$ cat src/rtl/compression_element_arbiter.sv
// Shares one compression element among NUM_STREAM_ELEMENTS requesters, streaming the granted
// element in bus-width beats. Define ARBITER_ROUND_ROBIN_EN for round-robin arbitration (default: fixed priority).

module compression_element_lane_mask #(
   parameter int LANE  = 0,
   parameter int REM_W = 3
) (
   input  logic [REM_W-1:0] lenRem,
   output logic             laneValid
);
   localparam logic [REM_W-1:0] LANE_IDX = REM_W'(LANE);

   // a zero remainder means the final beat is full
   assign laneValid = (lenRem == '0) || (LANE_IDX < lenRem);
endmodule

module compression_element_arbiter #(
   parameter int DATA_BUS_WIDTH_BYTES     = 8,
   parameter int NUM_STREAM_ELEMENTS      = 4,
   parameter int MAX_STREAMELEMENT_LENGTH = 34,
   parameter int LEN_W                    = $clog2(MAX_STREAMELEMENT_LENGTH + 1)
) (
   input  logic                                      clk,
   input  logic                                      reset,
   input  logic [NUM_STREAM_ELEMENTS-1:0]            elementReq,
   input  logic [NUM_STREAM_ELEMENTS-1:0][LEN_W-1:0] elementLength,
   input  logic                                      compressorReady,
   output logic [NUM_STREAM_ELEMENTS-1:0]            elementGrant,
   output logic                                      beatValid,
   output logic                                      elementAdvance,
   output logic                                      compressorStart,
   output logic                                      compressorLast,
   output logic [DATA_BUS_WIDTH_BYTES-1:0]           compressorByteValid,
   output logic [NUM_STREAM_ELEMENTS-1:0]            elementDone,
   output logic                                      lengthError,
   output logic                                      busy
);
   localparam int W         = DATA_BUS_WIDTH_BYTES;
   localparam int N         = NUM_STREAM_ELEMENTS;
   localparam int MAX_BEATS = (MAX_STREAMELEMENT_LENGTH + W - 1) / W;
   localparam int CNT_W     = $clog2(MAX_BEATS + 1);
   localparam int IDX_W     = (N > 1) ? $clog2(N) : 1;
   localparam int REM_W     = (W > 1) ? $clog2(W) : 1;

   typedef enum logic [1:0] {IDLE, XFER, DONE} state_t;

   typedef struct packed {
      logic [IDX_W-1:0] idx;
      logic             legal;
      logic [CNT_W-1:0] beats;
      logic [REM_W-1:0] rem;
   } arbPick_t;

   state_t           state;
   arbPick_t         pick;
   logic [N-1:0]     pickOneHot;
   logic [W-1:0]     pickLastMask;
   logic [W-1:0]     lastMaskQ;
   logic [CNT_W-1:0] beatCnt;
`ifdef ARBITER_ROUND_ROBIN_EN
   logic [IDX_W-1:0] rrPtr;
   logic [IDX_W-1:0] winIdxQ;
`endif

   always_comb begin
      int lenI;
`ifdef ARBITER_ROUND_ROBIN_EN
      int   cand;
      logic found;
      cand  = 0;
      found = 1'b0;
`endif
      pick = '0;
`ifdef ARBITER_ROUND_ROBIN_EN
      // first requester at or after the pointer, wrapping upward
      for (int k = 0; k < N; k++) begin
         cand = (int'(rrPtr) + k) % N;
         if (!found && elementReq[cand]) begin
            found    = 1'b1;
            pick.idx = IDX_W'(cand);
         end
      end
`else
      for (int k = N - 1; k >= 0; k--)
         if (elementReq[k]) pick.idx = IDX_W'(k);
`endif
      lenI       = int'(elementLength[pick.idx]);
      pick.legal = (lenI >= 1) && (lenI <= MAX_STREAMELEMENT_LENGTH);
      pick.beats = CNT_W'((lenI + W - 1) / W);
      pick.rem   = REM_W'(lenI % W);
      pickOneHot = '0;
      pickOneHot[pick.idx] = 1'b1;
   end

   for (genvar g = 0; g < W; g++) begin : gLane
      compression_element_lane_mask #(.LANE(g), .REM_W(REM_W)) uLane (
         .lenRem   (pick.rem),
         .laneValid(pickLastMask[g])
      );
   end

   assign elementAdvance = beatValid & compressorReady;

   always_ff @(posedge clk) begin
      if (reset) begin
         state               <= IDLE;
         beatCnt             <= '0;
         lastMaskQ           <= '0;
         elementGrant        <= '0;
         beatValid           <= 1'b0;
         compressorStart     <= 1'b0;
         compressorLast      <= 1'b0;
         compressorByteValid <= '0;
         elementDone         <= '0;
         lengthError         <= 1'b0;
         busy                <= 1'b0;
`ifdef ARBITER_ROUND_ROBIN_EN
         rrPtr               <= '0;
         winIdxQ             <= '0;
`endif
      end else begin
         case (state)
            IDLE: begin
               if (|elementReq) begin
                  busy <= 1'b1;
`ifdef ARBITER_ROUND_ROBIN_EN
                  winIdxQ <= pick.idx;
`endif
                  if (pick.legal) begin
                     state               <= XFER;
                     beatCnt             <= pick.beats;
                     lastMaskQ           <= pickLastMask;
                     elementGrant        <= pickOneHot;
                     beatValid           <= 1'b1;
                     compressorStart     <= 1'b1;
                     compressorLast      <= (pick.beats == CNT_W'(1));
                     compressorByteValid <= (pick.beats == CNT_W'(1)) ? pickLastMask : '1;
                  end else begin
                     // rejected element: this pulse cycle doubles as the DONE cycle
                     state       <= DONE;
                     lengthError <= 1'b1;
                     elementDone <= pickOneHot;
                  end
               end
            end
            XFER: begin
               if (compressorReady) begin
                  if (beatCnt == CNT_W'(1)) begin
                     state               <= DONE;
                     elementDone         <= elementGrant;
                     elementGrant        <= '0;
                     beatValid           <= 1'b0;
                     compressorStart     <= 1'b0;
                     compressorLast      <= 1'b0;
                     compressorByteValid <= '0;
                  end else begin
                     beatCnt             <= beatCnt - CNT_W'(1);
                     compressorStart     <= 1'b0;
                     compressorLast      <= (beatCnt == CNT_W'(2));
                     compressorByteValid <= (beatCnt == CNT_W'(2)) ? lastMaskQ : '1;
                  end
               end
            end
            DONE: begin
               state       <= IDLE;
               busy        <= 1'b0;
               elementDone <= '0;
               lengthError <= 1'b0;
`ifdef ARBITER_ROUND_ROBIN_EN
               rrPtr <= (winIdxQ == IDX_W'(N - 1)) ? '0 : winIdxQ + IDX_W'(1);
`endif
            end
            default: state <= IDLE;
         endcase
      end
   end
endmodule

$ cat config.mk
export PLATFORM = sky130hd
export DESIGN_NAME = compression_element_arbiter
export DESIGN_NICKNAME = d
export VERILOG_FILES = /design/src/rtl/compression_element_arbiter.sv
export SDC_FILE = /design/constraint.sdc
export NUM_CORES = 1
export LEC_CHECK = 0
export ABC_CLOCK_PERIOD_IN_PS = 6710
export BUFFER_PORTS_ARGS = -buffer_cell sky130_fd_sc_hd__buf_4
export CORE_AREA = 8 8 73 123
export DETAILED_ROUTE_END_ITERATION = 10
export DIE_AREA = 0 0 81 131
export GPL_TIMING_DRIVEN = 0
export PLACE_DENSITY = 0.55
export SLEW_MARGIN = 20
export SYNTH_ARGS = -nofsm -noshare
export SYNTH_HDL_FRONTEND = slang
export SYNTH_SLANG_ARGS = --single-unit
$ cat constraint.sdc
create_clock -name clk -period 6.71 [get_ports clk]
set_clock_uncertainty 0.05 [all_clocks]
set_input_delay 0.3355 -clock clk [delete_from_list [all_inputs] [get_ports clk]]
set_output_delay 0.3355 -clock clk [all_outputs]
set_load 0.005 [all_outputs]
Word-level counts from Yosys, hierarchy flattened
Cells that the tools add are included.
Word-level totals
  output and inout port bits: 22
  input bits: 31
  flip-flop bits (word level): 34
  word-level logic and storage cells: 117
Operators by class
  bitwise operators: 2
  $add $sub $neg: 4
  eq/ne operators: 11
  multiplexer cells: 52
  magnitude comparators: 12
  reductions and logical operators: 25
Operators with widths (number)
  2-to-1 mux 8 bit: 6
  2-to-1 mux 4 bit: 8
  2-to-1 mux 2 bit: 8
  case mux 8 bit (2 select lines): 1
  AND reduction 5 bit: 3
  2-to-1 mux 1 bit: 13
  binary-select mux 6 bit (select 2 bit): 1
  less-than comparator 3 bit (first input constant): 4
  2-to-1 mux 3 bit: 4
  inequality test 2 bit (second input constant): 6
  case mux 4 bit (3 select lines): 1
  case mux 1 bit (2 select lines): 5
  AND reduction 3 bit: 3
  logical OR 1 bit: 8
  case mux 4 bit (2 select lines): 1
  subtractor 7 x 1 -> 8 bit (second input constant): 1
  adder 6 x 4 -> 7 bit (second input constant): 1
  equality test 3 x 1 -> 1 bit (second input constant): 2
  >= comparator 6 x 1 -> 1 bit (second input constant): 1
  <= comparator 6 bit (second input constant): 1
  less-than comparator 1 x 3 -> 1 bit (first input constant): 2
  less-than comparator 2 x 3 -> 1 bit (first input constant): 2
  2-to-1 mux 6 bit: 1
  case mux 3 bit (2 select lines): 1
  19 further kinds: 22

Longest topological paths before layout
Gate-level depths: netlist of run 1.
  word-level depth: 16
  mapped depth: 10
  gate-level depth less buffers: 9

Cells and area by module
Synthesis of run 1 repeated with hierarchy kept, for this count alone.
Second synthesis, totals
  cell total of the unflattened synthesis: 269
  area total of the unflattened synthesis: 2224.6 sq um
By module, submodules not included
  compression_element_arbiter: area each 2132.0 sq um, cells each 255, times used 1, sequential area each 680.7 sq um
  compression_element_lane_mask at gLane[4].uLane ...: area each 12.5 sq um, cells each 2, times used 2, sequential area each 0.0 sq um
  compression_element_lane_mask at gLane[2].uLane: area each 15.0 sq um, cells each 2, times used 1, sequential area each 0.0 sq um
  compression_element_lane_mask at gLane[6].uLane: area each 15.0 sq um, cells each 3, times used 1, sequential area each 0.0 sq um
  compression_element_lane_mask at gLane[0].uLane: area each 11.3 sq um, cells each 2, times used 1, sequential area each 0.0 sq um
  compression_element_lane_mask at gLane[7].uLane: area each 10.0 sq um, cells each 1, times used 1, sequential area each 0.0 sq um
  compression_element_lane_mask at gLane[1].uLane: area each 8.8 sq um, cells each 1, times used 1, sequential area each 0.0 sq um
  compression_element_lane_mask at gLane[3].uLane: area each 7.5 sq um, cells each 1, times used 1, sequential area each 0.0 sq um

Worst setup path after synthesis of run 1
Ideal clock, no wire load.
  kind: input to register
  start point: input elementReq[1]
  end point: register lastMaskQ[1]
  setup slack: 4.228 ns
  data required time: 6.532 ns
  stages: 10
  library setup time: 0.128 ns
  buffers on the path: 3
  arrival: 2.305 ns
  path through: clkbuf_2 nor3_2 or2_1 a22o_1 buf_6 o31a_1 or4_1 buf_4 mux2i_1 nor2_1
On the way
  longest elaborated chain between the ends: 7
  elaborated cells between the ends (all ways): 12
  classes of those cells: 3 x order compare; 4 x mux; 5 x reduce/logical
Ends and longest elaborated chain
  start: declaration: RTL line 25  | input logic [NUM_STREAM_ELEMENTS-1:0] elementReq,
  2-to-1 mux 2 bit (2 in a row): RTL line 85  | if (elementReq[k]) pick.idx = IDX_W'(k);
  binary-select mux 6 bit (select 2 bit): RTL line 87  | lenI = int'(elementLength[pick.idx]);
  2-to-1 mux 6 bit (implied by the code): RTL line 87
  >= comparator 6 x 1 -> 1 bit / <= comparator 6 bit (equally long branches): RTL line 88  | pick.legal = (lenI >= 1) && (lenI <= MAX_STREAMELEMENT_LENGTH);
  logical AND 1 bit: RTL line 88
  AND reduction 3 bit (no line)
  end signal: assignment: RTL line 132  | lastMaskQ <= pickLastMask;
  end: declaration: RTL line 58  | logic [W-1:0] lastMaskQ;
Several ways; a longest one is shown, not always the timed one. The select of a mux whose other input is x is not followed.
A chain may end at the register's enable or synchronous reset.

Worst setup path after layout of run 1
  start point: input elementReq[2]
  end point: register lastMaskQ[7]
On the way
  longest elaborated chain between the ends: 8
  elaborated cells between the ends (all ways): 13
  classes of those cells: 3 x order compare; 5 x mux; 5 x reduce/logical
Ends and longest elaborated chain (RTL line)
  2-to-1 mux 2 bit (3 in a row): 85
  binary-select mux 6 bit (select 2 bit): 87
  2-to-1 mux 6 bit (implied by the code): 87
  >= comparator 6 x 1 -> 1 bit / <= comparator 6 bit (equally long branches): 88
  logical AND 1 bit: 88
  AND reduction 3 bit (no line)
Several ways; a longest one is shown, not always the timed one. The select of a mux whose other input is x is not followed.

==> metrics.txt, run 1 <==
Hold Crit Class=input port to register; Die Span X=81 um; DP Area=roughly 2600 sq um; Critical Path Source Type=input port; Syn Area/Cell=7.95 sq um; Worst Max-Slew Pin Slew=roughly 650 ps; max incr delay on CP=610 ps; reg2reg end=elementDone[1]; Synth Area in Adders=0.0413; Initial Util=0.288; Peak VDD IR=0.000147 V; critical path type=input port to register; first-pass GRT wire length=10.5 mm; setup TNS=0 ps; Fin. Hold Viols=0; Yosys top cell area share=0.321; average wire per standard cell=~16 um; MaxCap Viol Count=0; Post-synth EDFFs=0; IO Pins=53; post-route ant nets=0; largest net degree at the start of global routing=12; Global Route Usage Sum=0.128; CTS root buffer=clkbuf_16; Final Cycle Share=0.367; Reg2Reg Depth=9; CTS tree=yes; P per Cell Area=323 nW/um^2; crit path buf inv count=3; Tmin final=2470 ps; largest area contributor in the netlist=dfxtp_1; Slew HR=0.569; Via density=~5.2; # nets final=361; run status=complete, no violations; hold wc startpoint=elementReq[3]; Post-synth top cells=34 x dfxtp_1, 26 x nor2_1, 24 x o21ai_0; layout cell share with drive strength beyond 1=0.225; # hold bufs at CTS=0; most used cell, CP=buf_4; Slowest cell on crit path=nor4_1; Port-buffer cells=49; worst-skew pair later-pin latency=280 ps; Syn Std Cell Area=2120 sq um; reg-to-reg setup timing slack=about 4300 ps; synthesized instance count=267; largest family of logic cells by synthesized area=compound AO/OA/AOI/OAI gates; Unique masters post-synth=56; drt first pass iters=4; die height=approximately 130 um; Die Footprint=10600 sq um; Slew Limit Fails=0; Longest Clk Path Bufs=2; CP endpoint kind=register; top_reg_cell synth=dfxtp_1; Area growth syn-to-layout=30.3%; H-tree depth=2; most frequent cell after synthesis=dfxtp_1; Yosys reg bits=34; initial DRC count=between 100 and 150; vias in the first global route=2211; Seq/Total Area, Yosys=0.321; R2R Path Start=state[1]; RSZ-0062 raised after global routing=false; post-route cell area=2770 sq um; Pleak=1.17 nW; CP cell instances=buf_4 -> nor3_2 -> o21bai_1 -> and2_1 -> clkbuf_1 -> nor4_1 -> or4_1 -> buf_4 -> mux2i_1 -> nor2_1; asr flop ratio synth=0; antenna cell count=0; critical path's top delay family=simple AND/OR/NAND/NOR gates; core area=7360 sq um; Worst Hold Depth=3; setup bufs post-CTS=0; DR vias=around 2.2k; CTS resizes=0; initial antenna violation count=0; largest cells by area after synthesis=dfxtp_1 32%, o21ai_0 5.7%, a21oi_1 5.4%, mux2i_1 5.2%, nor2_1 4.6%; Ys Warns=0; row count=42; Compound-Gate Fraction of Synth Area=0.273; DRC Markers=0; routed wire length=6.61 mm; CTS Sinks=34; crit path DAT=2580 ps; WHS Endpoint=elementGrant[3]; Post-Synth Simple-Gate Area=0.229; Setup Viol. Count Final=0; cts bufs inserted=5; syn nets=305; xor and xnor area share after synthesis=0.0165; routability cong.=0.946; clock-pin transition on the worst setup and hold timing paths=60 ps; Overflow after GRT=0; HPWL after DPL=5.23 mm; Fmax achieved=0.406 GHz; CP required=6820 ps; worst-path fanout max=8; mux cell area share after synthesis=0.0519
-- cells in the final DEF, fill, tap and decap left out, types with 6 or more instances in the layout --
| cell | netlist | layout |
|---|---|---|
| buf_4 | 3 | 52 |
| dfxtp_1 | 34 | 34 |
| nor2_1 | 26 | 26 |
| o21ai_0 | 24 | 24 |
| a21oi_1 | 23 | 23 |
| nand2_1 | 20 | 20 |
| inv_1 | 13 | 13 |
| mux2i_1 | 11 | 11 |
| clkbuf_1 | 9 | 9 |
| nand3b_1 | 8 | 8 |
| ha_1 | 7 | 7 |
| nand3_1 | 6 | 6 |
-- worst register-to-register path, delay by kind of cell, from the launching register on --
family | cells | cell delay, ps
flip-flops | 1 | 340
buffers and inverters | 3 | 830
adder cells (fa/ha/maj) | 1 | 130
AND/OR/NAND/NOR | 2 | 160
AO/OA/AOI/OAI | 2 | 490
multiplexers | 1 | 260
-- per-layer routing --
metal  track usage  share of wire  wire length, um  vias up
met2         0.234           0.55             3630       56
met3        0.0295          0.052              345        6
met5             0              0                0        -
li1              -              -                -     1076
met1         0.126           0.38             2510     1013
met4        0.0720          0.019              125        0
-- per-stage QoR --
stage | instances | power (mW) | util | setup WS, ps | hold slack (ps)
floorplan | 267 | 0.503 | - | 4230 | 382
global placement | 404 | 0.632 | 0.353 | 3960 | 405
detailed placement | 404 | 0.635 | 0.353 | 3940 | 400
CTS | 412 | 0.902 | 0.376 | 4240 | 405
global route | 412 | 0.944 | 0.376 | 4020 | 425
finish | 412 | 0.892 | 0.376 | 4240 | 403
-- cells by family (layout without fill, tap and decap cells) --
kind of cell | Yosys count | in the layout
and+or+nand+nor | 93 | 93
AOI/OAI and AO/OA | 86 | 86
DFF | 34 | 34
buffers and inverters | 32 | 89
muxes | 11 | 11
adders and majority gates | 7 | 7
xor gates and xnor gates | 4 | 4
-- final cells by class --
class / count / area, sq um
Fill cell: 826 / 4590
Tap cell: 88 / 110
Inverter: 15 / 56.3
Clock inverter: 3 / 40.0
Sequential cell: 34 / 681
Buffer: 17 / 87.6
Multi-Input combinational cell: 201 / 1300
Clock buffer: 5 / 125
Timing Repair Buffer: 49 / 368
-- sequential cells by signal, summed over array words and instances, names as in the netlist, 2 cells and up --
name / count
compressorByteValid: 8
lastMaskQ: 8
state: 2
beatCnt: 3
elementDone: 4
elementGrant: 4
-- worst max-delay path by stage --
| stage | depth (start not counted) | to | from |
|---|---|---|---|
| finish | 10 | lastMaskQ[7] | elementReq[2] |
| detailed placement | 10 | lastMaskQ[7] | elementReq[3] |
| global route | 10 | lastMaskQ[7] | elementReq[2] |
| CTS | 10 | lastMaskQ[7] | elementReq[3] |
| floorplan | 10 | lastMaskQ[1] | elementReq[1] |
| global placement | 10 | lastMaskQ[5] | elementReq[3] |
-- report_power, final --
group / switching, mW / leakage [nW] / internal, mW
Combinational: 0.195 / 0.802 / 0.157
Sequential: 0.0267 / 0.280 / 0.248
Clock: 0.0905 / 0.0836 / 0.174
Note: power is estimated with default switching activity, not from simulation.
==> run 2, diff against run 1 <==
--- a/config.mk
+++ b/config.mk
@@ -5,13 +5,13 @@
 export SDC_FILE = /design/constraint.sdc
 export NUM_CORES = 1
 export LEC_CHECK = 0
-export ABC_CLOCK_PERIOD_IN_PS = 6710
+export ABC_CLOCK_PERIOD_IN_PS = 2240
 export BUFFER_PORTS_ARGS = -buffer_cell sky130_fd_sc_hd__buf_4
 export CORE_AREA = 8 8 73 123
 export DETAILED_ROUTE_END_ITERATION = 10
 export DIE_AREA = 0 0 81 131
 export GPL_TIMING_DRIVEN = 0
-export PLACE_DENSITY = 0.55
+export PLACE_DENSITY = 0.57
 export SLEW_MARGIN = 20
 export SYNTH_ARGS = -nofsm -noshare
 export SYNTH_HDL_FRONTEND = slang
==> constraint.sdc (replaced) <==
create_clock -name clk -period 2.24 [get_ports clk]
set_clock_uncertainty 0.05 [all_clocks]
set_input_delay 0.112 -clock clk [delete_from_list [all_inputs] [get_ports clk]]
set_output_delay 0.112 -clock clk [all_outputs]
set_load 0.005 [all_outputs]
==> metrics.txt, run 2 (same netlist as run 1, synthesis figures left out) <==
Longest Clk Path Bufs=2; Top Registers=compressorByteValid: 8 flops, lastMaskQ: 8 flops; initial DRC count=115; IO Pins=53; Critical Path Source Type=input port; vias in the first global route=2242; reg2reg end=beatCnt[1]; Via density=about 5.2; Setup Viol. Count Final=0; first-pass GRT wire length=10.6 mm; routed wire length=6.55 mm; P per Cell Area=929 nW/um^2; routability cong.=0.852; H-tree depth=2; CP endpoint kind=register; layout cell share with drive strength beyond 1=0.271; drt first pass iters=4; DR vias=2157; Initial Util=0.288; row count=42; antenna cell count=0; Port-buffer cells=49; initial antenna violation count=0; Slew HR=0.576; Die Footprint=10600 sq um; Total Power=between 2 and 3 mW; Reg2Reg Depth=9; Fmax achieved=0.461 GHz; DRC Markers=0; cts bufs inserted=5; Pleak=~1.2 nW; crit path DAT=around 2300 ps; Die Span X=81 um; Final Cycle Share=0.968; Hold Crit Class=input port to register; run status=complete, no violations; commonest non-fill, non-tap cell in the layout=buf_4; post-route cell area=2870 sq um; reg-to-reg setup timing slack=190 ps; CTS Sinks=34; Fin. Hold Viols=0; average wire per standard cell=15.9 um; worst-skew pair later-pin latency=approximately 280 ps; Tmin final=~2200 ps; MaxCap Viol Count=0; CTS tree=yes; Peak VDD IR=0.000316 V; critical path type=input port to register; clock-pin transition on the worst setup and hold timing paths=60 ps; CP required=roughly 2300 ps; Overflow after GRT=0; post-route ant nets=0; HPWL after DPL=5.24 mm; die height=roughly 130 um; Global Route Usage Sum=0.127; Slew Limit Fails=0; largest net degree at the start of global routing=12; RSZ-0062 raised after global routing=true; R2R Path Start=state[0]; # nets final=362; Worst Max-Slew Pin Slew=630 ps; hold wc startpoint=elementReq[3]; worst-path fanout max=10; core area=around 7400 sq um; fillers=782; CTS root buffer=clkbuf_16; commonest non-fill, non-tap cells in the layout=55 x buf_4, 34 x dfxtp_1, 25 x nor2_1; Worst Hold Depth=3; WHS Endpoint=elementGrant[3]; DP Area=2600 sq um; Area growth syn-to-layout=35.1%
## run 2: changes by cell type in the layout (fill, tap and decap cells not counted), moves of 2 or more
cell,before,now
buf_4,52,55
buf_6,1,3
o21ai_0,24,21
a21oi_1,23,21
a21oi_2,0,2
o21ai_1,1,4
buf_2,3,0
## run 2: worst max-delay path, cell delays in order
cell and delay [ps]:
buf_4 140, buf_4 170, a21oi_1 150, a221o_1 180, nand4_1 250, o31a_1 370, or4_4 530, buf_6 160
mux2i_1 150, nor2_1 50
## run 2: layout make-up
cell class | instances | area [sq um] | share of cell area
inverters | 15 | 57.6 | 0.0201
well taps | 88 | 110 | 0.0384
plain buffers | 16 | 98.8 | 0.0345
repair buffers | 51 | 383 | 0.134
clock inverters | 2 | 12.5 | 0.00436
flip-flops and latches | 34 | 681 | 0.237
multi-input cells | 201 | 1390 | 0.483
clock buffers | 6 | 139 | 0.0485
## run 2: where the power goes
| part | leakage, nW | internal [mW] | total [mW] | switching (mW) |
|---|---|---|---|---|
| Sequential | 0.280 | 0.744 | 0.826 | 0.0815 |
| Combinational | 0.837 | 0.523 | 1.14 | 0.616 |
| Clock | 0.0729 | 0.440 | 0.697 | 0.258 |
## run 2: how the worst max path moves through the flow
stage	from	endpoint	slack (ps)	depth (start not counted)
floorplan	elementReq[1]	lastMaskQ[1]	40	10
global placement	elementReq[3]	lastMaskQ[4]	-250	10
detailed placement	elementReq[3]	lastMaskQ[1]	-280	10
CTS	elementReq[3]	lastMaskQ[1]	20	10
global route	elementReq[0]	lastMaskQ[1]	-80	9
finish	elementReq[2]	lastMaskQ[1]	70	10
## run 2: per-stage QoR
step	setup WS, ps	setup TNS [ps]	hold slack, ps	util	std cells
global route	-78.4	-432	192	0.390	413
floorplan	41.9	0	290	-	267
detailed placement	-276	-6230	404	0.354	404
CTS	19.9	0	173	0.376	412
global placement	-253	-4960	399	0.354	404
finish	72.3	0	183	0.390	413
## run 2: metal layers
layer  vias to the layer above  wire length [um]  track usage
li1                       1081                 -            -
met1                       995              2470        0.125
met2                        66              3570        0.233
met3                        15               306       0.0260
met4                         0               206       0.0751
met5                         -                 0            0
## run 2: timing repair
action                     CTS  global route
pin swaps                    0             4
setup endpoints to repair   16            31
gates resized for setup      4            23
buffers inserted             0             2
hold buffers                 0             0
==> run 3, diff against run 2 <==
--- a/config.mk
+++ b/config.mk
@@ -7,11 +7,12 @@
 export LEC_CHECK = 0
 export ABC_CLOCK_PERIOD_IN_PS = 2240
 export BUFFER_PORTS_ARGS = -buffer_cell sky130_fd_sc_hd__buf_4
-export CORE_AREA = 8 8 73 123
+export CORE_AREA = 8 8 89 71
 export DETAILED_ROUTE_END_ITERATION = 10
-export DIE_AREA = 0 0 81 131
+export DIE_AREA = 0 0 97 79
 export GPL_TIMING_DRIVEN = 0
-export PLACE_DENSITY = 0.57
+export PLACE_DENSITY = 0.76
+export RECOVER_POWER = 25
 export SLEW_MARGIN = 20
 export SYNTH_ARGS = -nofsm -noshare
 export SYNTH_HDL_FRONTEND = slang
==> metrics.txt, run 3 (same netlist as run 1, synthesis figures left out) <==
run status=complete, no violations; Min Hold Slack=172 ps; Via density=5.69; Area growth syn-to-layout=31.5%; fillers=483; critical path's top delay family=compound AO/OA/AOI/OAI gates; placed cell count=378; IO Pins=53; WL met2=2.89 mm; MaxCap Viol Count=0; initial antenna violation count=0; Hold Crit Class=input port to register; CTS root buffer=clkbuf_8; Sequential cell area=roughly 680 sq um; Setup WS pre-CTS=-317 ps; average wire per standard cell=16.2 um; vias in the first global route=2213; worst-skew pair later-pin latency=290 ps; Top Metal Used=met4; # nets final=between 300 and 400; # hold bufs at CTS=0; DRC Markers=0; P per Cell Area=875 nW/um^2; routed wire length=6.32 mm; Setup Viol. Count Final=0; Fin. Hold Viols=0; crit path DAT=2350 ps; row count=23; Worst Max-Slew Pin Slew=approximately 540 ps; Overflow after GRT=0; first-pass GRT wire length=10.6 mm; Critical Path Source Type=input port; final worst setup slack=approximately 64 ps; CTS tree=yes; HPWL after DPL=4.87 mm; Slew Limit Fails=0; cts bufs inserted=5; H-tree depth=2; setup TNS=0 ps; layout cell share with drive strength beyond 1=0.280; most used cell, CP=buf_4; crit path buf inv count=5; Peak VDD IR=0.000551 V; Global Route Usage Sum=0.165; WL met1=2.95 mm; core area=5040 sq um; commonest non-fill, non-tap cells in the layout=45 x buf_4, 34 x dfxtp_1, 25 x nor2_1; Fmax achieved=approximately 0.46 GHz; routability cong.=0.892; Final Cycle Share=0.971; met3 wire len=401 um; Die Footprint=7660 sq um; Top Registers=compressorByteValid: 8 flops, lastMaskQ: 8 flops; critical path type=input port to register; CP required=2410 ps; Non-Filler Instances=391; multi-input logic area=roughly 1400 sq um; die height=79 um; antenna cell count=0; worst-path fanout max=10; CP cell instances=buf_4 -> buf_2 -> a21oi_1 -> a221o_1 -> nand4_1 -> buf_4 -> o311a_4 -> nor4_2 -> buf_4 -> buf_4 -> o311ai_1 -> a21oi_1; post-route ant nets=0; DR vias=~2.2k; Slew HR=0.636; max incr delay on CP=400 ps; Initial Util=0.421; Tmin final=2180 ps; Pleak=1.16 nW; CP endpoint kind=register; initial DRC count=around 170; CTS Sinks=34; Port-buffer cells=between 40 and 50; largest net degree at the start of global routing=12; commonest non-fill, non-tap cell in the layout=buf_4; Longest Clk Path Bufs=2; clock-pin transition on the worst setup and hold timing paths=70 ps; Core Util, Final=0.554; Die Span X=97 um; drt first pass iters=4; Slowest cell on crit path=o311a_4
[run 3: path summary, 6_finish.rpt]
check	startpoint	end	slack, ps	depth (start not counted)
hold / removal	elementReq[3]	elementGrant[3]	170	3
setup reg to reg	state[1]	compressorByteValid[3]	150	9
hold reg to reg	lastMaskQ[0]	lastMaskQ[0]	420	2
setup / recovery	elementReq[2]	compressorByteValid[3]	60	12
[run 3: repair_timing]
action                     in CTS  in global routing
cloned                          0                  1
hold endpoints to repair        0                  0
resized for setup               6                 22
buffers inserted                0                  5
pin swaps                       0                  8
setup endpoints to repair      25                 28
[run 3: area by class of cell]
type / count / share of cell area
Multi-Input combinational cell: 201 / 0.496
Sequential cell: 34 / 0.244
Timing Repair Buffer: 55 / 0.144
Buffer: 16 / 0.0336
Clock buffer: 6 / 0.0296
Tap cell: 62 / 0.0278
Inverter: 15 / 0.0206
Clock inverter: 2 / 0.00448
[run 3: worst reg2reg max path, cell delays in order (launching register included)]
cell      delay, ps
dfxtp_1         350
inv_1           120
ha_2            340
nor2_2           90
a21oi_1         350
nor4_2           60
buf_4           160
buf_4           170
o311ai_1        140
a21oi_1         110
[run 3: per-layer routing]
metal  global-route usage  vias up
li1                     -     1101
met1                0.212     1053
met2                0.263       64
met3               0.0433        8
met4               0.0582        0
met5                    0        -
[run 3: power by group]
| group | total [mW] | switching [mW] | leakage (nW) | internal (mW) |
|---|---|---|---|---|
| Sequential | 0.824 | 0.0808 | 0.280 | 0.743 |
| Clock | 0.479 | 0.233 | 0.0472 | 0.247 |
| Combinational | 1.14 | 0.612 | 0.834 | 0.525 |
[run 3: per-stage QoR]
step | total power, mW | instance area, sq um
2_1_floorplan | 1.51 | 2130
3_3_place_gp | 1.86 | 2570
3_5_place_dp | 1.89 | 2570
4_1_cts | 2.38 | 2680
5_1_grt | 2.61 | 2790
6_report | 2.44 | 2790
